## src/rtl/shadow_chain_rx.sv

```systemverilog
// Receive end of the shadow-capture dump chain: requests a dump, deserializes the
// LSB-first bitstream into WORD_W-bit words and buffers them in a show-ahead FIFO.
module shadow_chain_rx #(
    parameter int unsigned FRAME_BITS = 137,
    parameter int unsigned WORD_W     = 32,
    parameter int unsigned DEPTH      = 8
) (
    input  logic                   sh_clk,
    input  logic                   sh_rst_l,
    input  logic                   start,
    output logic                   dump_en,
    input  logic                   ch_in,
    input  logic                   ch_in_vld,
    input  logic                   ch_in_done,
    input  logic                   rd_en,
    output logic [WORD_W-1:0]      rd_data,
    output logic                   rd_empty,
    output logic [$clog2(DEPTH):0] rd_count,
    output logic                   busy,
    output logic                   done,
    output logic                   ovf,
    output logic                   len_err
);
    localparam int unsigned AW  = $clog2(DEPTH);
    localparam int unsigned CW  = AW + 1;
    localparam int unsigned BCW = $clog2(FRAME_BITS + 1);
    localparam int unsigned FW  = $clog2(WORD_W);

    typedef enum logic [1:0] {S_IDLE, S_RECV, S_FLUSH} state_t;

    state_t             r_state;
    logic               r_dump_en;
    logic               r_busy;
    logic               r_done;
    logic               r_len_err;
    logic [BCW-1:0]     r_bit_cnt;
    logic [FW-1:0]      r_fill;
    logic [WORD_W-1:0]  r_shift;
    logic               r_pw_vld;
    logic [WORD_W-1:0]  r_pw_data;

    logic [WORD_W-1:0]  r_mem [DEPTH];
    logic [AW-1:0]      r_wr_ptr;
    logic [AW-1:0]      r_rd_ptr;
    logic [CW-1:0]      r_count;
    logic               r_empty;
    logic               r_ovf;

    logic               w_bit_take;
    logic               w_bit_drop;
    logic               w_word_full;
    logic               w_has_partial;
    logic               w_short;
    logic [BCW-1:0]     w_total;
    logic [WORD_W-1:0]  w_shift_nxt;
    logic               w_start_acc;
    logic               w_full;
    logic               w_pop;
    logic               w_push;
    logic               w_drop;
    logic [CW-1:0]      w_count_nxt;

    // Bit acceptance: bits past the expected frame length are discarded
    always_comb begin
        w_start_acc   = (r_state == S_IDLE) && start;
        w_bit_take    = (r_state == S_RECV) && ch_in_vld && (r_bit_cnt <  BCW'(FRAME_BITS));
        w_bit_drop    = (r_state == S_RECV) && ch_in_vld && (r_bit_cnt >= BCW'(FRAME_BITS));
        w_word_full   = w_bit_take && (r_fill == FW'(WORD_W - 1));
        w_has_partial = (r_fill != '0) || w_bit_take;
        w_total       = r_bit_cnt + BCW'(w_bit_take);
        w_short       = (r_state == S_RECV) && ch_in_done && (w_total < BCW'(FRAME_BITS));
        w_shift_nxt   = r_shift;
        if (w_bit_take) begin
            w_shift_nxt[r_fill] = ch_in;
        end
    end

    // Frame FSM; completed words go through a one-cycle push stage
    always_ff @(posedge sh_clk or negedge sh_rst_l) begin
        if (!sh_rst_l) begin
            r_state   <= S_IDLE;
            r_dump_en <= 1'b0;
            r_busy    <= 1'b0;
            r_done    <= 1'b0;
            r_len_err <= 1'b0;
            r_bit_cnt <= '0;
            r_fill    <= '0;
            r_shift   <= '0;
            r_pw_vld  <= 1'b0;
            r_pw_data <= '0;
        end else begin
            r_done   <= 1'b0;
            r_pw_vld <= 1'b0;
            case (r_state)
                S_IDLE: begin
                    if (start) begin
                        r_state   <= S_RECV;
                        r_dump_en <= 1'b1;
                        r_busy    <= 1'b1;
                        r_len_err <= 1'b0;
                        r_bit_cnt <= '0;
                        r_fill    <= '0;
                        r_shift   <= '0;
                    end
                end
                S_RECV: begin
                    if (w_bit_take) begin
                        r_bit_cnt <= r_bit_cnt + BCW'(1);
                        if (w_word_full) begin
                            r_pw_vld  <= 1'b1;
                            r_pw_data <= w_shift_nxt;
                            r_shift   <= '0;
                            r_fill    <= '0;
                        end else begin
                            r_shift <= w_shift_nxt;
                            r_fill  <= r_fill + FW'(1);
                        end
                    end
                    if (w_bit_drop || w_short) begin
                        r_len_err <= 1'b1;
                    end
                    if (ch_in_done) begin
                        r_state   <= S_FLUSH;
                        r_dump_en <= 1'b0;
                        r_done    <= 1'b1;
                        // Unused upper bits of the shift register are already zero
                        if (!w_word_full && w_has_partial) begin
                            r_pw_vld  <= 1'b1;
                            r_pw_data <= w_shift_nxt;
                            r_shift   <= '0;
                            r_fill    <= '0;
                        end
                    end
                end
                S_FLUSH: begin
                    r_state <= S_IDLE;
                    r_busy  <= 1'b0;
                end
                default: begin
                    r_state <= S_IDLE;
                end
            endcase
        end
    end

    // Show-ahead FIFO; a push into a full FIFO survives only with a same-cycle pop
    always_comb begin
        w_full      = (r_count == CW'(DEPTH));
        w_pop       = rd_en && !r_empty;
        w_push      = r_pw_vld && (!w_full || w_pop);
        w_drop      = r_pw_vld && w_full && !w_pop;
        w_count_nxt = r_count;
        if (w_push && !w_pop) begin
            w_count_nxt = r_count + CW'(1);
        end else if (!w_push && w_pop) begin
            w_count_nxt = r_count - CW'(1);
        end
    end

    always_ff @(posedge sh_clk or negedge sh_rst_l) begin
        if (!sh_rst_l) begin
            for (int i = 0; i < int'(DEPTH); i++) begin
                r_mem[i] <= '0;
            end
            r_wr_ptr <= '0;
            r_rd_ptr <= '0;
            r_count  <= '0;
            r_empty  <= 1'b1;
            r_ovf    <= 1'b0;
        end else begin
            if (w_push) begin
                r_mem[r_wr_ptr] <= r_pw_data;
                r_wr_ptr        <= r_wr_ptr + AW'(1);
            end
            if (w_pop) begin
                r_rd_ptr <= r_rd_ptr + AW'(1);
            end
            r_count <= w_count_nxt;
            r_empty <= (w_count_nxt == '0);
            if (w_start_acc) begin
                r_ovf <= 1'b0;
            end else if (w_drop) begin
                r_ovf <= 1'b1;
            end
        end
    end

    assign dump_en  = r_dump_en;
    assign busy     = r_busy;
    assign done     = r_done;
    assign len_err  = r_len_err;
    assign ovf      = r_ovf;
    assign rd_empty = r_empty;
    assign rd_count = r_count;
    assign rd_data  = r_mem[r_rd_ptr];

endmodule

```

## config.mk

```make
export PLATFORM = sky130hd
export DESIGN_NAME = shadow_chain_rx
export DESIGN_NICKNAME = d
export VERILOG_FILES = /design/src/rtl/shadow_chain_rx.sv
export SDC_FILE = /design/constraint.sdc
export NUM_CORES = 1
export LEC_CHECK = 0
export BUFFER_PORTS_ARGS = -buffer_cell sky130_fd_sc_hd__buf_2
export CAP_MARGIN = 25
export CORE_MARGIN = 3
export CORE_UTILIZATION = 65
export CTS_BUF_LIST = sky130_fd_sc_hd__clkbuf_8
export CTS_CLUSTER_DIAMETER = 150
export DETAILED_ROUTE_END_ITERATION = 10
export GPL_TIMING_DRIVEN = 0
export PLACE_DENSITY = 0.95
export SLEW_MARGIN = 20
export SYNTH_ARGS = -nofsm -noshare
export SYNTH_HDL_FRONTEND = slang
export SYNTH_SLANG_ARGS = --single-unit
export TNS_END_PERCENT = 100
```

## constraint.sdc

```tcl
create_clock -name sh_clk -period 4.2 [get_ports sh_clk]
set_input_delay 0.84 -clock sh_clk [delete_from_list [all_inputs] [get_ports sh_clk]]
set_output_delay 0.84 -clock sh_clk [all_outputs]
set_load 0.05 [all_outputs]
```

=== Word level (Yosys, flattened, before mapping) ===
Index checks and enable logic that the tools add are counted.
W data, S select, Z words.

* Add/sub/neg operators: 7
* $lt $le $gt $ge: 8
* Equal/unequal tests: 8
* Muxes and demuxes: 50
* Bitwise operators: 2
* Reduce and logical (&&, ||, !) cells: 36

{| class="wikitable"
|+ Operator list
! cell !! count
|-
| $mux W32 || 13
|-
| $bwmux W256 || 1
|-
| $bmux W32 S3 || 1
|-
| $demux W32 S3 || 1
|-
| $pmux W32 S2 || 1
|-
| $bwmux W32 || 1
|-
| $mux W5 || 5
|-
| $logic_and A1 B1 Y1 || 16
|-
| $lt A8 B8 Y1 const B || 2
|-
| $mux W8 || 2
|-
| $pmux W8 S2 || 1
|-
| $mux W1 || 14
|-
| $pmux W5 S2 || 1
|-
| $reduce_and A3 Y1 || 3
|-
| $add A8 B1 Y8 || 1
|-
| $add A8 B1 Y8 const B || 1
|-
| $ge A4 B4 Y1 const B || 2
|-
| $ge A8 B8 Y1 const B || 1
|-
| $mux W4 || 2
|-
| $not A3 Y4 || 2
|-
| $add A3 B1 Y3 const B || 2
|-
| $lt A5 B6 Y1 const B || 1
|-
| $ne A2 B2 Y1 const B || 3
|-
| $pmux W1 S2 || 3
|-
| other kinds (20) || 31
|}

* Flip-flop bits (word level): 352
* Bits of input ports: 7
* Output and inout port bits: 42
* Word-level logic and storage cells: 134

=== Depth between registers and ports, before layout ===
Gate-level depths: netlist of run 1.

* Depth after elaboration: 11
* Depth in mapped cells: 12
* Mapped depth without buffers: 11

=== Worst setup path before layout of run 1 ===
OpenSTA, ideal clock, no wires.

* Path type: register to output
* Start: reg r_rd_ptr[0]
* End: out rd_data[0]
* Arrival time: 2.256 ns
* Data required time: 3.360 ns
* Path slack: 1.104 ns
* Cell stages (with the launch flop): 5
* Path buffers: 2
* Path through: dfrtp_1 -> clkbuf_1 -> buf_1 -> mux4_2 -> mux2_2

* Cells in the longest elaborated chain, start to end: 4

{| class="wikitable"
|+ RTL lines
! element !! line !! source
|-
| start: declaration || 44 || <nowiki>logic [AW-1:0] r_rd_ptr;</nowiki>
|-
| start signal: assignment || 176 || <nowiki>r_rd_ptr <= r_rd_ptr + AW'(1);</nowiki>
|-
| $not A3 Y4 (implied by the code) || 195 || <nowiki>assign rd_data = r_mem[r_rd_ptr];</nowiki>
|-
| $bmux W32 S3 || 195 ||
|-
| $mux W32 (implied by the code) (2 in series) || 195 ||
|-
| end: declaration || 16 || <nowiki>output logic [WORD_W-1:0] rd_data,</nowiki>
|}

Every way passes these cells. The select of a mux whose other input is x is not followed.

=== Final worst setup path of run 1 ===
* Start: reg r_rd_ptr[1]
* End: out rd_data[0]

The elaborated chain is that of the path after synthesis.

==> impl_metrics.py, run 1 <==
metrics = {
    "clock_network": {
        "clock_path_buffers": 3,
        "cts-root-buf": "clkbuf_8",
        "clk_pin_slew_ns": 0.06,
        "cts_setup_buffers": 0,
        "clk_latency_ns": 0.61,
        "h-tree-depth": 2,
        "cts_buffers": 54,
        "cts_tree": "built",
        "cts_hold_buffers": 0,
        "clock_sinks": 352,
    },
    "power": {
        "combPwrFrac": 0.249,
        "p_clk_frac": 0.322,
        "power_mw": 8.94,
        "ir_drop_uv": 315,
        "switchingPower_mw": 3.02,
        "internal-power_mw": 5.92,
        "switching_share": 0.338,
        "power_leakage_nw": 8.89,
        "power.density_nw_per_um2": 492,
        "power_frac_seq": 0.428,
    },
    "global_routing": {
        "grt-ovfl-total": 0,
        "grt_pass1_wl_mm": 63.8,
        "grt_usage": 0.306,
        "grt_max_degree": 104,
        "first_global_vias": 11600,
        "antenna_found_initial": 0,
    },
    "layout": {
        "final_cell_mix": "dfrtp_1 (351), mux2_2 (289), clkbuf_8 (71)",
        "area_growth_pct": 11.5,
        "drive_gt1_frac": 0.398,
        "nNetsFinal": 1269,
        "stdcell_count": 1610,
        "antenna_cells": 0,
        "utilization": 0.742,
        "fillers": 1426,
        "layout_commonest_cell": "dfrtp_1",
    },
    "hold_path": {
        "hold_class": "primary input to asynchronous set/reset pin",
    },
    "sta": {
        "post-route-period-util": 0.965,
        "worstMarginPinSlew_ns": 0.983,
        "fin_worst_skew_ns": 0.0312,
        "finalHoldViolations": 0,
        "final.min_clock_period_ns": 4.05,
        "slew_violations": 0,
        "grt_setup_unrepaired": "no",
        "setup_viol": 0,
        "max_slew_margin": 0.328,
        "max_freq_mhz": 247,
    },
    "setup_path": {
        "crit_fanout": 10,
        "rrSetupSlack_ns": 0.58,
        "start_kind": "flop",
        "cp.required_ns": 3.36,
        "end_kind": "output port",
        "worstRegToRegCells": 12,
        "r2r_end": "r_pw_data[19]",
        "path_class": "flop to output port",
        "crit_arrival_ns": 3.21,
        "r2r_start": "r_fill[3]",
    },
    "synthesis": {
        "synthesis.area_um2": 16300,
        "async_flop_share": 1.00,
        "syn_nets": 1163,
        "synth_edf_count": 0,
        "ys_types": 57,
        "ys_warn_count": 0,
        "synth-main-ff-cell": "dfrtp_1",
        "seq_area_frac_synth": 0.541,
        "netlist_instances": 1141,
        "syn_avg_cell_area_um2": 14.3,
        "ys_seq_elements": 352,
    },
    "route": {
        "dr.pass1.iters": 5,
        "wl_mm": 39.5,
        "drtIter0Drc": 984,
        "drtAntennaViolNets": 0,
        "routedWlPerCell_um": 24.5,
        "via_per_inst": 6.62,
        "drc": 0,
        "vias": 10700,
    },
    "floorplan": {
        "start_util": 0.666,
        "core-area_um2": 24500,
        "dieArea_um2": 27000,
        "io_pins": 49,
        "rows": 57,
        "die_h_um": 164,
        "die_w_um": 164,
    },
    "place": {
        "place_congestion": 0.941,
        "dp.cells": 1515,
        "hpwl_mm": 23.9,
        "port_buffers": 46,
    },
    "status": {
        "status": "finished clean",
    },
    "flow_run": {
        "drv_cap": 0,
    },
}
critical path, cell delays in order (launching register included):
cell      delay [ns]
dfrtp_1         0.40
clkbuf_1        0.47
clkbuf_1        0.79
mux4_2          0.44
mux2_2          0.31
buf_2           0.22
area by class of cell:
class | instances | area (um^2) | share of cell area
Sequential cell | 352 | 8810 | 0.485
Multi-Input combinational cell | 692 | 7060 | 0.389
Clock buffer | 71 | 977 | 0.0538
Buffer | 78 | 390 | 0.0215
Clock inverter | 24 | 114 | 0.00627
Inverter | 19 | 71.3 | 0.00393
Tap cell | 324 | 405 | 0.0223
Timing Repair Buffer | 50 | 330 | 0.0182
cells in the mapped netlist (all sizes together) (17+ instances only):
cell / count / area share
mux2i: 33 / 0.020
nand2: 39 / 0.0090
nand3: 17 / 0.0052
clkbuf: 55 / 0.013
mux4: 64 / 0.089
buf: 23 / 0.0088
dfrtp: 351 / 0.54
a221o: 28 / 0.017
o2bb2ai: 29 / 0.016
inv: 19 / 0.0044
nor2: 60 / 0.014
mux2: 289 / 0.20
flip-flops by register name, indices dropped and copies added (netlist names):
register / flops
dump_en: 1
ovf: 1
r_shift: 32
rd_empty: 1
r_state: 2
r_mem: 256
busy: 1
r_bit_cnt: 8
r_pw_data: 32
len_err: 1
r_rd_ptr: 3
r_fill: 5
r_pw_vld: 1
done: 1
rd_count: 4
r_wr_ptr: 3
cell families after synthesis:
logic type	after synthesis	share of synthesized area
flops	352	0.541
simple gates	173	0.0525
fa+ha+maj	15	0.0115
buf+inv	97	0.0259
xor+xnor	13	0.00699
mux	386	0.309
compound gates	105	0.0535
power groups by stage:
stage          Combinational (mW)  Clock [mW]  Sequential, mW
3_5_place_dp                 2.14           0            3.86
4_1_cts                      2.21        2.90            3.81
2_1_floorplan                1.41           0            3.93
3_3_place_gp                 2.06           0            3.83
5_1_grt                      2.36        3.06            3.85
6_report                     2.23        2.88            3.83
what timing repair did:
item,4_1_cts,5_1_grt
endpoints found under the setup margin,32,0
gates resized for setup,11,0
endpoints found under the hold margin,0,0
worst max path at each step:
stage	from	to
floorplan	r_rd_ptr[0]	rd_data[0]
global placement	sh_rst_l	r_mem[59]
detailed placement	r_rd_ptr[0]	rd_data[26]
CTS	r_rd_ptr[1]	rd_data[0]
global route	r_rd_ptr[1]	rd_data[0]
finish	r_rd_ptr[1]	rd_data[0]
metal layers:
layer | GRT usage | vias up | wire length [um]
li1 | - | 4484 | -
met1 | 0.401 | 5571 | 15800
met2 | 0.510 | 479 | 19500
met3 | 0.0590 | 130 | 2670
met4 | 0.122 | 0 | 1520
met5 | 0 | - | 0
stage by stage:
stage	TNS [ns]	area (um^2)	hold WS [ns]	setup WS, ns
global route	0	18200	0.312	0.0791
floorplan	0	16300	0.450	1.10
detailed placement	0	17000	0.465	0.364
global placement	-1431.37	16900	0.457	-4.10
finish	0	18200	0.273	0.148
CTS	0	18200	0.268	0.225
Power figures use the tool's default switching activity.
==> inputs of run 2 (changes only) <==
--- a/config.mk
+++ b/config.mk
@@ -7,8 +7,10 @@
 export LEC_CHECK = 0
 export BUFFER_PORTS_ARGS = -buffer_cell sky130_fd_sc_hd__buf_2
 export CAP_MARGIN = 25
+export CELL_PAD_IN_SITES_DETAIL_PLACEMENT = 1
+export CELL_PAD_IN_SITES_GLOBAL_PLACEMENT = 1
 export CORE_MARGIN = 3
-export CORE_UTILIZATION = 65
+export CORE_UTILIZATION = 55
 export CTS_BUF_LIST = sky130_fd_sc_hd__clkbuf_8
 export CTS_CLUSTER_DIAMETER = 150
 export DETAILED_ROUTE_END_ITERATION = 10
==> impl_metrics.py, run 2 (same netlist as run 1, synthesis figures left out) <==
metrics = {
    "status": {
        "status": "finished clean",
    },
    "route": {
        "wl_mm": 44.8,
        "drc": 0,
        "drtAntennaViolNets": 0,
        "vias": 10600,
        "routedWlPerCell_um": 26.7,
        "via_per_inst": 6.31,
        "drtIter0Drc": 748,
        "dr.pass1.iters": 5,
    },
    "sta": {
        "fin_hold_ws_ns": 0.214,
        "finalHoldViolations": 0,
        "post-route-period-util": 0.961,
        "final.min_clock_period_ns": 4.04,
        "setup_viol": 0,
        "max_freq_mhz": 248,
        "slew_violations": 0,
        "worstMarginPinSlew_ns": 0.988,
        "max_slew_margin": 0.324,
        "fin_worst_skew_ns": 0.0243,
        "grt_setup_unrepaired": "no",
    },
    "global_routing": {
        "grt-ovfl-total": 0,
        "use_met1": 0.364,
        "grt_max_degree": 107,
        "met2_usage": 0.513,
        "busiest_layer": "met2",
        "grt_usage": 0.290,
        "first_global_vias": 12100,
        "antenna_found_initial": 0,
        "use_met3": 0.0464,
        "grt_pass1_wl_mm": 70.3,
    },
    "floorplan": {
        "die_w_um": 178,
        "io_pins": 49,
        "start_util": 0.563,
        "dieArea_um2": 31700,
        "core-area_um2": 28900,
        "die_h_um": 178,
        "rows": 62,
    },
    "layout": {
        "layout_commonest_cell": "dfrtp_1",
        "nNetsFinal": 1272,
        "final-seq-area_um2": 8810,
        "drive_gt1_frac": 0.398,
        "stdcell_count": 1677,
        "antenna_cells": 0,
        "largest_register_ffs": 256,
        "multiInputGateArea_um2": 7060,
        "area_growth_pct": 12.8,
        "largest-register": "r_mem",
        "fillers": 2711,
        "final_cell_mix": "dfrtp_1 (351), mux2_2 (289), clkbuf_8 (71)",
        "top_regs": "r_mem: 256 flops, r_pw_data: 32 flops, r_shift: 32 flops",
    },
    "setup_path": {
        "crit_fanout": 10,
        "crit_arrival_ns": 3.20,
        "start_kind": "flop",
        "cp.required_ns": 3.36,
        "end_kind": "output port",
        "path_class": "flop to output port",
    },
    "clock_network": {
        "h-tree-depth": 2,
        "cts_hold_buffers": 0,
        "cts_buffers": 57,
        "clk_latency_ns": 0.61,
        "cts_tree": "built",
        "clk_pin_slew_ns": 0.07,
        "clock_sinks": 352,
        "cts-root-buf": "clkbuf_8",
        "clock_path_buffers": 3,
    },
    "place": {
        "dp.cells": 1575,
        "hpwl_mm": 29.6,
        "place_congestion": 0.882,
        "port_buffers": 46,
    },
    "hold_path": {
        "hold_class": "primary input to asynchronous set/reset pin",
    },
    "power": {
        "power_leakage_nw": 8.95,
        "power.density_nw_per_um2": 503,
        "ir_drop_uv": 289,
    },
    "flow_run": {
        "drv_cap": 0,
    },
}
==> run 2: changes by cell type in the layout (fill, tap and decap cells not counted), moves of 2 or more <==
cell and delta:
clkinv_2 -3, inv_1 +3, clkinvlp_4 +3, inv_6 -2
bufinv_16 +4
==> run 2: report_power, final <==
part / switching, mW / internal [mW]
Combinational: 1.43 / 0.805
Sequential: 0.209 / 3.60
Clock: 1.41 / 1.77
Total: 3.05 / 6.18
==> run 2: critical path, stage by stage (launching register included) <==
cell and delay (ns):
dfrtp_1 0.39, clkbuf_1 0.50, clkbuf_1 0.74, mux4_2 0.41, mux2_2 0.32, buf_2 0.22
==> run 2: routing by layer <==
metal  vias to the layer above  part of all wire
li1                       4479                 -
met1                      5672              0.40
met2                       333              0.52
met3                       101             0.048
met4                         0             0.029
met5                         -                 0
==> run 2: timing repair <==
action	CTS	global route
buffers inserted	0	0
resized for setup	9	0
endpoints found under the setup margin	22	0
hold endpoints to repair	0	0
==> run 2: path summary, 6_finish.rpt <==
kind / slack, ns / endpoint / cells past startpoint / from
max in group asynchronous: 3.07 / r_mem[21] / 2 / sh_rst_l
setup / recovery: 0.16 / rd_data[31] / 5 / r_rd_ptr[1]
min in group sh_clk: 0.48 / dump_en / 2 / dump_en
hold / removal: 0.21 / r_mem[101] / 1 / sh_rst_l
hold reg to reg: 0.48 / dump_en / 2 / dump_en
setup reg to reg: 0.39 / r_pw_data[12] / 12 / r_fill[3]
==> run 2: cell type report <==
cell class                      instances  share of cell area
Timing Repair Buffer                   50              0.0182
Clock inverter                         31              0.0139
Multi-Input combinational cell        692               0.384
Inverter                               19             0.00388
Sequential cell                       352               0.480
Clock buffer                           71              0.0532
Buffer                                 78              0.0208
Tap cell                              384              0.0262
==> run 2: stage by stage <==
step | power [mW] | TNS (ns) | area (um^2) | setup slack, ns | util
finish | 9.23 | 0 | 18400 | 0.163 | 0.635
global route | 9.64 | 0 | 18400 | 0.0421 | 0.635
CTS | 9.28 | 0 | 18400 | 0.159 | 0.635
detailed placement | 6.07 | 0 | 17100 | 0.381 | 0.591
global placement | 5.94 | -1487.42 | 17000 | -4.26 | 0.587
floorplan | 5.34 | 0 | 16300 | 1.10 | -
